File: config.mk
export PLATFORM = sky130hd
export DESIGN_NAME = mul_sequencer_flat
export DESIGN_NICKNAME = d
export VERILOG_FILES = /design/src/rtl/mul_seq_pkg.sv /design/src/rtl/mul_seq_if.sv /design/src/rtl/mul_seq_format.sv /design/src/rtl/mul_sequencer.sv /design/src/flat_wrapper.sv
export SDC_FILE = /design/constraint.sdc
export NUM_CORES = 1
export LEC_CHECK = 0
export BUFFER_PORTS_ARGS = -buffer_cell sky130_fd_sc_hd__buf_2
export CAP_MARGIN = 20
export CORE_AREA = 2 2 126 128
export DETAILED_ROUTE_END_ITERATION = 6
export DIE_AREA = 0 0 128 130
export GPL_TIMING_DRIVEN = 0
export PLACE_DENSITY = 0.83
export SETUP_SLACK_MARGIN = 0.1
export SYNTH_ARGS = -nofsm -noshare
export SYNTH_HDL_FRONTEND = slang
export SYNTH_SLANG_ARGS = --single-unit
File: constraint.sdc
create_clock -name clk -period 1.8 [get_ports clk]
set_input_delay 0.09 -clock clk [delete_from_list [all_inputs] [get_ports clk]]
set_output_delay 0.09 -clock clk [all_outputs]
set_load 0.02 [all_outputs]
File: src/rtl/mul_seq_pkg.sv
// Shared types and constants for the Booth multiplier request/response sequencer.
package mul_seq_pkg;

  typedef logic [2:0] state_t;

  localparam state_t StIdle   = 3'd0;
  localparam state_t StLaunch = 3'd1;
  localparam state_t StWait   = 3'd2;
  localparam state_t StFormat = 3'd3;
  localparam state_t StResp   = 3'd4;

  localparam logic [1:0] OP_LO  = 2'b00;
  localparam logic [1:0] OP_HI  = 2'b01;
  localparam logic [1:0] OP_SAT = 2'b10;

  localparam logic [31:0] SAT_POS = 32'h7FFF_FFFF;
  localparam logic [31:0] SAT_NEG = 32'h8000_0000;

endpackage

File: src/rtl/mul_seq_if.sv
// Request, multiplier and response signals between the sequencer and its environment.
interface mul_seq_if;

  logic        req_valid;
  logic        req_ready;
  logic [31:0] req_x;
  logic [31:0] req_y;
  logic [1:0]  req_op;

  logic [31:0] mul_x;
  logic [31:0] mul_y;
  logic        mul_active;
  logic [66:0] mul_product;
  logic        mul_done;

  logic        rsp_valid;
  logic        rsp_ready;
  logic [31:0] rsp_data;
  logic        rsp_ovf;
  logic        rsp_timeout;

  modport slave (
    input  req_valid, req_x, req_y, req_op, mul_product, mul_done, rsp_ready,
    output req_ready, mul_x, mul_y, mul_active, rsp_valid, rsp_data, rsp_ovf, rsp_timeout
  );

  modport master (
    output req_valid, req_x, req_y, req_op, mul_product, mul_done, rsp_ready,
    input  req_ready, mul_x, mul_y, mul_active, rsp_valid, rsp_data, rsp_ovf, rsp_timeout
  );

endinterface

File: src/rtl/mul_seq_format.sv
// Reduces a 64-bit signed product to a 32-bit result according to the result-select opcode.
module mul_seq_format
  import mul_seq_pkg::*;
(
  input  logic [63:0] p,
  input  logic [1:0]  op,
  output logic [31:0] data,
  output logic        ovf
);

  logic ovf_lo;

  always_comb begin
    // Low word fits in int32 only if p[63:31] is a pure sign extension.
    ovf_lo = ~((&p[63:31]) | ~(|p[63:31]));
    data   = p[31:0];
    ovf    = ovf_lo;
    case (op)
      OP_HI: begin
        data = p[63:32];
        ovf  = 1'b0;
      end
      OP_SAT: begin
        if (ovf_lo) begin
          data = p[63] ? SAT_NEG : SAT_POS;
        end
      end
      default: ;
    endcase
  end

endmodule

File: src/rtl/mul_sequencer.sv
// Valid/ready front-end for the iterative Booth multiplier.
// Define MUL_SEQ_TIMEOUT_EN to add a watchdog on the WAIT state.
module mul_sequencer
  import mul_seq_pkg::*;
#(
  parameter int unsigned DONE_MASK      = 2,
  parameter int unsigned TIMEOUT_CYCLES = 256
) (
  input logic       clk,
  input logic       rst_b,
  mul_seq_if.slave  bus
);

  localparam int unsigned MaskW = (DONE_MASK > 0) ? $clog2(DONE_MASK + 1) : 1;

  state_t      state_q, state_d;
  logic [MaskW-1:0] mask_q, mask_d;
  logic [1:0]  op_q, op_d;
  logic [31:0] x_q, x_d, y_q, y_d;
  logic [63:0] prod_q, prod_d;
  logic        active_q, active_d;
  logic        req_ready_q, req_ready_d;
  logic        rsp_valid_q, rsp_valid_d;
  logic [31:0] rsp_data_q, rsp_data_d;
  logic        rsp_ovf_q, rsp_ovf_d;

  logic [31:0] fmt_data;
  logic        fmt_ovf;

  // Bits above 63 are only sign extension.
  logic unused_prod_hi;
  assign unused_prod_hi = ^bus.mul_product[66:64];

  mul_seq_format u_format (
    .p    (prod_q),
    .op   (op_q),
    .data (fmt_data),
    .ovf  (fmt_ovf)
  );

`ifdef MUL_SEQ_TIMEOUT_EN
  localparam int unsigned WdW = $clog2(TIMEOUT_CYCLES + 1);
  logic [WdW-1:0] wd_q, wd_d;
  logic           rsp_timeout_q, rsp_timeout_d;
`else
  logic unused_timeout_cfg;
  assign unused_timeout_cfg = ^TIMEOUT_CYCLES;
`endif

  always_comb begin
    state_d     = state_q;
    mask_d      = mask_q;
    op_d        = op_q;
    x_d         = x_q;
    y_d         = y_q;
    prod_d      = prod_q;
    active_d    = active_q;
    rsp_valid_d = rsp_valid_q;
    rsp_data_d  = rsp_data_q;
    rsp_ovf_d   = rsp_ovf_q;
`ifdef MUL_SEQ_TIMEOUT_EN
    wd_d          = wd_q;
    rsp_timeout_d = rsp_timeout_q;
`endif
    case (state_q)
      StIdle: begin
        if (bus.req_valid && req_ready_q) begin
          x_d      = bus.req_x;
          y_d      = bus.req_y;
          op_d     = bus.req_op;
          active_d = 1'b1;
          mask_d   = MaskW'(DONE_MASK);
          state_d  = StLaunch;
        end
      end
      StLaunch: begin
        // A stale done level from the previous operation is ignored here.
        if (mask_q <= MaskW'(1)) begin
          mask_d  = '0;
          state_d = StWait;
        end else begin
          mask_d = mask_q - MaskW'(1);
        end
      end
      StWait: begin
        if (bus.mul_done) begin
          prod_d   = bus.mul_product[63:0];
          active_d = 1'b0;
          state_d  = StFormat;
`ifdef MUL_SEQ_TIMEOUT_EN
          wd_d     = '0;
        end else if (wd_q == WdW'(TIMEOUT_CYCLES - 1)) begin
          active_d      = 1'b0;
          rsp_data_d    = '0;
          rsp_ovf_d     = 1'b0;
          rsp_timeout_d = 1'b1;
          rsp_valid_d   = 1'b1;
          wd_d          = '0;
          state_d       = StResp;
        end else begin
          wd_d = wd_q + WdW'(1);
`endif
        end
      end
      StFormat: begin
        rsp_data_d  = fmt_data;
        rsp_ovf_d   = fmt_ovf;
        rsp_valid_d = 1'b1;
        state_d     = StResp;
      end
      StResp: begin
        if (bus.rsp_ready) begin
          rsp_valid_d = 1'b0;
`ifdef MUL_SEQ_TIMEOUT_EN
          rsp_timeout_d = 1'b0;
`endif
          state_d     = StIdle;
        end
      end
      default: begin
        active_d    = 1'b0;
        rsp_valid_d = 1'b0;
        state_d     = StIdle;
      end
    endcase
    req_ready_d = (state_d == StIdle);
  end

  always_ff @(posedge clk) begin
    if (!rst_b) begin
      state_q     <= StIdle;
      mask_q      <= '0;
      op_q        <= '0;
      x_q         <= '0;
      y_q         <= '0;
      prod_q      <= '0;
      active_q    <= 1'b0;
      req_ready_q <= 1'b0;
      rsp_valid_q <= 1'b0;
      rsp_data_q  <= '0;
      rsp_ovf_q   <= 1'b0;
`ifdef MUL_SEQ_TIMEOUT_EN
      wd_q          <= '0;
      rsp_timeout_q <= 1'b0;
`endif
    end else begin
      state_q     <= state_d;
      mask_q      <= mask_d;
      op_q        <= op_d;
      x_q         <= x_d;
      y_q         <= y_d;
      prod_q      <= prod_d;
      active_q    <= active_d;
      req_ready_q <= req_ready_d;
      rsp_valid_q <= rsp_valid_d;
      rsp_data_q  <= rsp_data_d;
      rsp_ovf_q   <= rsp_ovf_d;
`ifdef MUL_SEQ_TIMEOUT_EN
      wd_q          <= wd_d;
      rsp_timeout_q <= rsp_timeout_d;
`endif
    end
  end

  assign bus.req_ready  = req_ready_q;
  assign bus.mul_x      = x_q;
  assign bus.mul_y      = y_q;
  assign bus.mul_active = active_q;
  assign bus.rsp_valid  = rsp_valid_q;
  assign bus.rsp_data   = rsp_data_q;
  assign bus.rsp_ovf    = rsp_ovf_q;
`ifdef MUL_SEQ_TIMEOUT_EN
  assign bus.rsp_timeout = rsp_timeout_q;
`else
  assign bus.rsp_timeout = 1'b0;
`endif

endmodule

File: src/flat_wrapper.sv
// flat-port wrapper written by rule: the top's interface ports become plain ports
module mul_sequencer_flat import mul_seq_pkg::*;
#(
  parameter int unsigned DONE_MASK      = 2,
  parameter int unsigned TIMEOUT_CYCLES = 256
)
  (clk, rst_b, bus_req_valid, bus_req_x, bus_req_y, bus_req_op, bus_mul_product, bus_mul_done, bus_rsp_ready, bus_req_ready, bus_mul_x, bus_mul_y, bus_mul_active, bus_rsp_valid, bus_rsp_data, bus_rsp_ovf, bus_rsp_timeout);
  mul_seq_if bus_i ();
  input logic clk;
  input logic rst_b;
  input wire logic [$bits(bus_i.req_valid)-1:0] bus_req_valid;
  input wire logic [$bits(bus_i.req_x)-1:0] bus_req_x;
  input wire logic [$bits(bus_i.req_y)-1:0] bus_req_y;
  input wire logic [$bits(bus_i.req_op)-1:0] bus_req_op;
  input wire logic [$bits(bus_i.mul_product)-1:0] bus_mul_product;
  input wire logic [$bits(bus_i.mul_done)-1:0] bus_mul_done;
  input wire logic [$bits(bus_i.rsp_ready)-1:0] bus_rsp_ready;
  output wire logic [$bits(bus_i.req_ready)-1:0] bus_req_ready;
  output wire logic [$bits(bus_i.mul_x)-1:0] bus_mul_x;
  output wire logic [$bits(bus_i.mul_y)-1:0] bus_mul_y;
  output wire logic [$bits(bus_i.mul_active)-1:0] bus_mul_active;
  output wire logic [$bits(bus_i.rsp_valid)-1:0] bus_rsp_valid;
  output wire logic [$bits(bus_i.rsp_data)-1:0] bus_rsp_data;
  output wire logic [$bits(bus_i.rsp_ovf)-1:0] bus_rsp_ovf;
  output wire logic [$bits(bus_i.rsp_timeout)-1:0] bus_rsp_timeout;
  assign bus_i.req_valid = bus_req_valid;
  assign bus_i.req_x = bus_req_x;
  assign bus_i.req_y = bus_req_y;
  assign bus_i.req_op = bus_req_op;
  assign bus_i.mul_product = bus_mul_product;
  assign bus_i.mul_done = bus_mul_done;
  assign bus_i.rsp_ready = bus_rsp_ready;
  assign bus_req_ready = bus_i.req_ready;
  assign bus_mul_x = bus_i.mul_x;
  assign bus_mul_y = bus_i.mul_y;
  assign bus_mul_active = bus_i.mul_active;
  assign bus_rsp_valid = bus_i.rsp_valid;
  assign bus_rsp_data = bus_i.rsp_data;
  assign bus_rsp_ovf = bus_i.rsp_ovf;
  assign bus_rsp_timeout = bus_i.rsp_timeout;
  mul_sequencer #(.DONE_MASK(DONE_MASK), .TIMEOUT_CYCLES(TIMEOUT_CYCLES)) u_core (.clk(clk), .rst_b(rst_b), .bus(bus_i));
endmodule
# ---- Yosys cells after proc, flatten, opt, wreduce, memory -nomap -nowiden
# Cells that the tools add are included.
dict set report totals {
  regBits 171
  out_inout_bits 101
  inputBits 138
  wordCells 57
}
dict set report op_classes {
  order_cmp 1
  eq_ne 9
  n_mux 17
  n_reduce_logical 13
  add_sub_neg 1
  bitwise_logic 5
}
# operator n
set ops {}
lappend ops {{32-bit 2-to-1 mux} 2}
lappend ops {{32-bit case mux with 2 select lines} 1}
lappend ops {{33-bit AND reduction} 1}
lappend ops {{33-bit OR reduction} 1}
lappend ops {{3-bit case mux with 5 select lines} 1}
lappend ops {{3-bit 2-to-1 mux} 4}
lappend ops {{2-bit AND reduction} 4}
lappend ops {{3-bit by 2-bit equality test with 1-bit output (second input constant)} 2}
lappend ops {{3-bit logical NOT} 2}
lappend ops {{1-bit case mux with 3 select lines} 2}
lappend ops {{3-bit OR reduction} 2}
lappend ops {{1-bit 2-to-1 mux} 4}
lappend ops {{2-bit 2-to-1 mux} 2}
lappend ops {{2-bit inequality test (second input constant)} 2}
lappend ops {{1-bit inverter} 4}
lappend ops {{2-bit case mux with 2 select lines} 1}
lappend ops {{3-bit by 1-bit equality test with 1-bit output (second input constant)} 1}
lappend ops {{3-bit equality test (second input constant)} 1}
lappend ops {{3-bit AND reduction} 1}
lappend ops {{2-bit by 1-bit equality test with 1-bit output (second input constant)} 1}
lappend ops {{2-bit equality test (second input constant)} 1}
lappend ops {{2-bit by 1-bit <= comparator with 1-bit output (second input constant)} 1}
lappend ops {{2-bit by 1-bit inequality test with 1-bit output (second input constant)} 1}
lappend ops {{2-bit nonzero test} 1}
lappend ops {{3 further kinds} 3}

# ---- Logic depth before layout (Yosys ltp)
dict set report depth {
  word_depth 5
  ltp_mapped 9
  mapped_depth_nobuf 7
}

# ---- By module
# A second synthesis with hierarchy kept.
dict set report hier_totals {
  hier_cells 832
  area_unflattened_um2 6934.2
}
# mod n_inst cells_per_inst seq_area_each_um2 area_per_inst_um2
set modules_own_cells {}
lappend modules_own_cells {mul_sequencer 1 755 3423.3 6322.3}
lappend modules_own_cells {mul_seq_format 1 77 0.0 611.8}

# ---- Worst setup path before layout
# Ideal clock, no wire load.
dict set report synth_path {
  path_type {register to register}
  startpoint {reg u_core.op_q[0]}
  endpoint {reg u_core.rsp_data_q[0] (netlist: u_core.bus.rsp_data[0])}
  path_buffers 1
  arrival_ns 1.755
  synth_period_minus_slack_ns 1.877
  path_slack_ns -0.077
  setup_time_ns 0.122
  path_stages_with_launch 8
  required_ns 1.678
  path_cell_list {dfxtp_1 > inv_1 > ha_1 > nand2b_1 > nor4_2 > buf_2 > a2111oi_0 > a221o_1}
}
dict set report synth_via {
  elab_chain_cells 2
  elab_cells_between_ends 3
  classes_between {eq/ne (2); mux (1)}
}
# item line
set synth_lines {}
lappend synth_lines {{from (decl)} mul_sequencer.sv:18} ;# logic [1:0] op_q, op_d;
lappend synth_lines {{from (signal assigned)} mul_sequencer.sv:149} ;# op_q <= op_d;
lappend synth_lines {{2-bit equality test or 2-bit by 1-bit equality test with 1-bit output (tied branches)} mul_seq_format.sv:18} ;# case (op)
lappend synth_lines {{32-bit case mux with 2 select lines *} mul_seq_format.sv:18}
lappend synth_lines {{to (signal assigned)} mul_sequencer.sv:156} ;# rsp_data_q <= rsp_data_d;
lappend synth_lines {{to (decl)} mul_sequencer.sv:24} ;# logic [31:0] rsp_data_q, rsp_data_d;
# Every way passes the cells marked *; elsewhere a longest branch is shown, timed or not.
# A chain may end at the register's enable or synchronous reset.

# ---- Worst setup path in the final report
dict set report layout_path {
  startpoint {reg u_core.prod_q[34]}
  endpoint {reg u_core.rsp_data_q[21] (netlist: u_core.bus.rsp_data[21])}
}
dict set report layout_via {
  elab_chain_cells 5
  elab_cells_between_ends 6
  classes_between {mux (2); bitwise (2); reduce/logical (2)}
}
# item line
set layout_lines {}
lappend layout_lines {{from (decl)} mul_sequencer.sv:20} ;# logic [63:0] prod_q, prod_d;
lappend layout_lines {{from (signal assigned)} mul_sequencer.sv:152} ;# prod_q <= prod_d;
lappend layout_lines {{33-bit OR reduction} mul_seq_format.sv:15} ;# ovf_lo = ~((&p[63:31]) | ~(|p[63:31]));
lappend layout_lines {{1-bit inverter} mul_seq_format.sv:15}
lappend layout_lines {{1-bit bitwise OR *} mul_seq_format.sv:15}
lappend layout_lines {{32-bit 2-to-1 mux *} mul_seq_format.sv:24} ;# if (ovf_lo) begin
lappend layout_lines {{32-bit case mux with 2 select lines *} mul_seq_format.sv:18}
# Marks and branches as above.

==> results by group <==
Critical path
  • Crit path max fanout: 6
  • Crit path DAT: 2.39 ns
  • CP required: around 2.2 ns
  • Worst Setup EP: u_core.bus.rsp_data[21]
  • CP Launch Type: flop
  • R2r startpoint: u_core.prod_q[34]
  • CP Class: flop to flop
  • Crit path capture type: flop
  • Crit Reg-Reg Endpoint: u_core.bus.rsp_data[21]
  • Worst setup startpoint: u_core.prod_q[34]
  • Worst R2R Setup Slack: -0.23 ns
  • Reg2Reg Depth: 7

Yosys
  • Synth cell count leaders: nand2_1, dfxtp_1, a21oi_1
  • Mapped Nets: 972
  • Post-synthesis sequential area ratio: 51.0%
  • Gate Count Post-Synth: 832
  • Ranking of synthesized cells by area: dfxtp_1, nand2_1, a21oi_1
  • Synth Area per Inst: 8.07 sq um
  • Mapped cell area: 6710 sq um
  • Number of synthesized flops with an enable pin: 0
  • Area share of the largest cell type after synthesis: 51.0%
  • Flops & latches, synth: 171
  • Number of library cell types mapped by synthesis: 38
  • Post-synth top flop: dfxtp_1
  • Synth async-reset ratio: 0%
  • Yosys warnings: 0
  • Top-count cell post-synth: nand2_1
  • Biggest area consumer among synthesized cells: dfxtp_1

Timing
  • Minimum clock period: approximately 2.0 ns
  • Final worst-path cycle share: 113%
  • Final setup violation count: 31
  • Fmax: 493 MHz
  • Setup TNS: -5.90 ns
  • RSZ-0062 raised after global routing: yes
  • Worst Tran Pin Value: 0.716 ns
  • Fin. max-slew vios: 0
  • Rel. slew slack: 52.3%
  • Hold Vio Cnt, Final: 0
  • Fin Clk Skew: 0.0109 ns
  • Final WS setup: -0.227 ns

GRT
  • GRT overflow: 0
  • GRT Overall Usage: 31.2%
  • Pin count of the biggest net entering global routing: 17
  • Initial antenna violation count: 1
  • Vias in the first global route: 7966
  • First-pass GRT wire length: about 40000 um

Flow run
  • Max Cap Viol: 0

Clock network
  • Clock buffer depth: 2
  • CTS Buf Count: 17
  • Clock Latency Late Sink: 0.43 ns
  • TritonCTS clock tree: yes
  • Clock slew at reported path FFs: 0.07 ns
  • H-tree lvl count: 4
  • Clk sink count: between 150 and 200
  • Root Buffer: clkbuf_16

Run status
  • Failing checks: negative setup slack
  • Status: complete, but fails checks

Die
  • Initial core utilization: 43.5%
  • Die Y: about 130 um
  • IO Pins: 239
  • Total Die Area: 16600 sq um
  • Core ar.: 15400 sq um
  • FP Rows: 46
  • Die W: 128 um

Layout
  • Layout area overhead: 57.7%
  • Post-Layout Cell Count: approximately 1.4k
  • Nets: roughly 1.4k
  • Layout cells sized above 1: 29.8%

Power and ir drop
  • PwrDens: about 910 nW/um^2
  • Worst VDD drop: 0.000709 V
  • Static Leak: approximately 4.3 nW

Placement
  • Placed instance count: 1258
  • Port bufs: 234
  • Post-DP HPWL: 15600 um
  • Final Wtd Congestion: 0.894

Drt
  • DR WL/cell: ~19 um
  • DRC: 0
  • Via-to-Cell Ratio: 5.64
  • Final WL: approximately 27000 um
  • 1st-iter DRT viols: 734
  • Pre-Repair DR Iteration Count: 5
  • Routed vias: just over 8k
  • Antenna violation net count after detailed routing: 0

Hold path
  • Min-Delay Path Class: primary input to flop
[critical path, stage by stage, from the launching register on]
cell and delay [ns]:
dfxtp_1 0.40, nor4_4 0.28, nand4_1 0.22, or3_4 0.40, a21oi_4 0.20, buf_12 0.16
buf_6 0.13, a221o_1 0.16
[logic make-up after synthesis]
group / after synthesis / share of synthesized area, %
AOI/OAI and AO/OA: 209 / 20.0
adders and majority gates: 2 / 0.373
buffers and inverters: 74 / 4.72
DFF: 171 / 51.0
other: 1 / 0.0559
and+or+nand+nor: 375 / 23.8
[cell usage in the layout, fill, tap and decap left out, types with 3 or more instances in the layout]
master           n
nand3b_1         3
nor2_1           7
nor4_4           5
dfxtp_2         11
clkinvlp_4       4
clkbuf_16       18
buf_4           11
nor4_2           3
nand2_1        293
nand3_1          5
nor3_1           3
nor2b_1         31
o21ai_0          3
nand4_1          9
buf_6            8
a2111oi_2        9
clkbuf_8         3
a21oi_1        135
inv_2            3
dfxtp_1        157
dlygate4sd3_1  132
clkbuf_2        18
clkinv_4         3
clkbuf_4         8
a2111oi_0        4
buf_2          240
a221o_1         31
inv_1            3
dfxtp_4          3
clkbuf_1        22
a2111oi_1       17
buf_8            3
[state kept, by name (all words and copies together), names as in the netlist]
signal                 count
u_core.bus.mul_x          32
u_core.bus.rsp_data       32
u_core.mask_q              2
u_core.bus.mul_active      1
u_core.prod_q             64
u_core.op_q                2
u_core.bus.req_ready       1
u_core.bus.rsp_ovf         1
u_core.bus.rsp_valid       1
u_core.bus.mul_y          32
u_core.state_q             3
[through the flow]
| step | setup WS, ns | power, mW | hold slack [ns] | util (%) | area, sq um |
|---|---|---|---|---|---|
| 2_1_floorplan | 0.0696 | 4.96 | 0.212 | - | 6820 |
| 3_3_place_gp | -0.266 | 5.46 | 0.330 | 53.4 | 8230 |
| 3_5_place_dp | -0.275 | 5.49 | 0.334 | 53.4 | 8230 |
| 4_1_cts | -0.0963 | 9.45 | 0.228 | 66.8 | 10300 |
| 5_1_grt | -0.268 | 9.91 | 0.230 | 68.6 | 10600 |
| 6_report | -0.227 | 9.65 | 0.203 | 68.6 | 10600 |
[routing by layer]
layer | global-route usage, % | share of wire, %
met5 | 0 | 0
met2 | 55.2 | 49
met4 | 17.8 | 5.6
met3 | 8.53 | 9.0
met1 | 34.0 | 36
[worst min path at each step]
stage          cells past startpoint                     to                 from  slack, ns
6_report                           4  u_core.bus.mul_active        bus_req_valid       0.20
5_1_grt                            4       u_core.mask_q[1]        bus_req_valid       0.23
4_1_cts                            5  u_core.bus.mul_active         bus_mul_done       0.23
3_5_place_dp                       3      u_core.prod_q[22]  bus_mul_product[22]       0.33
3_3_place_gp                       3         u_core.op_q[0]        bus_req_op[0]       0.33
2_1_floorplan                      1       u_core.mask_q[0]                rst_b       0.21
[area by class of cell]
| type | instances | area (sq um) |
|---|---|---|
| diodes | 1 | 2.50 |
| plain buffers | 66 | 413 |
| clock buffers | 21 | 460 |
| clock inverters | 11 | 136 |
| fillers | 1085 | 4840 |
| inverters | 6 | 22.5 |
| multi-input cells | 587 | 3220 |
| flip-flops and latches | 171 | 3450 |
| well taps | 192 | 240 |
| repair buffers | 379 | 2640 |
[timing repair]
action,in CTS,in global routing
setup buffers,6,4
endpoints found under the setup margin,162,160
gates resized for setup,49,80
hold buffers,132,0
gates cloned,0,3
pin swaps,8,8
hold endpoints to repair,134,0
[report_power, final]
part	internal [mW]	switching (mW)
sequential	3.96	0.142
combinational	0.766	1.03
clock	2.14	1.61
No activity file was read; power rests on OpenSTA's default activity.
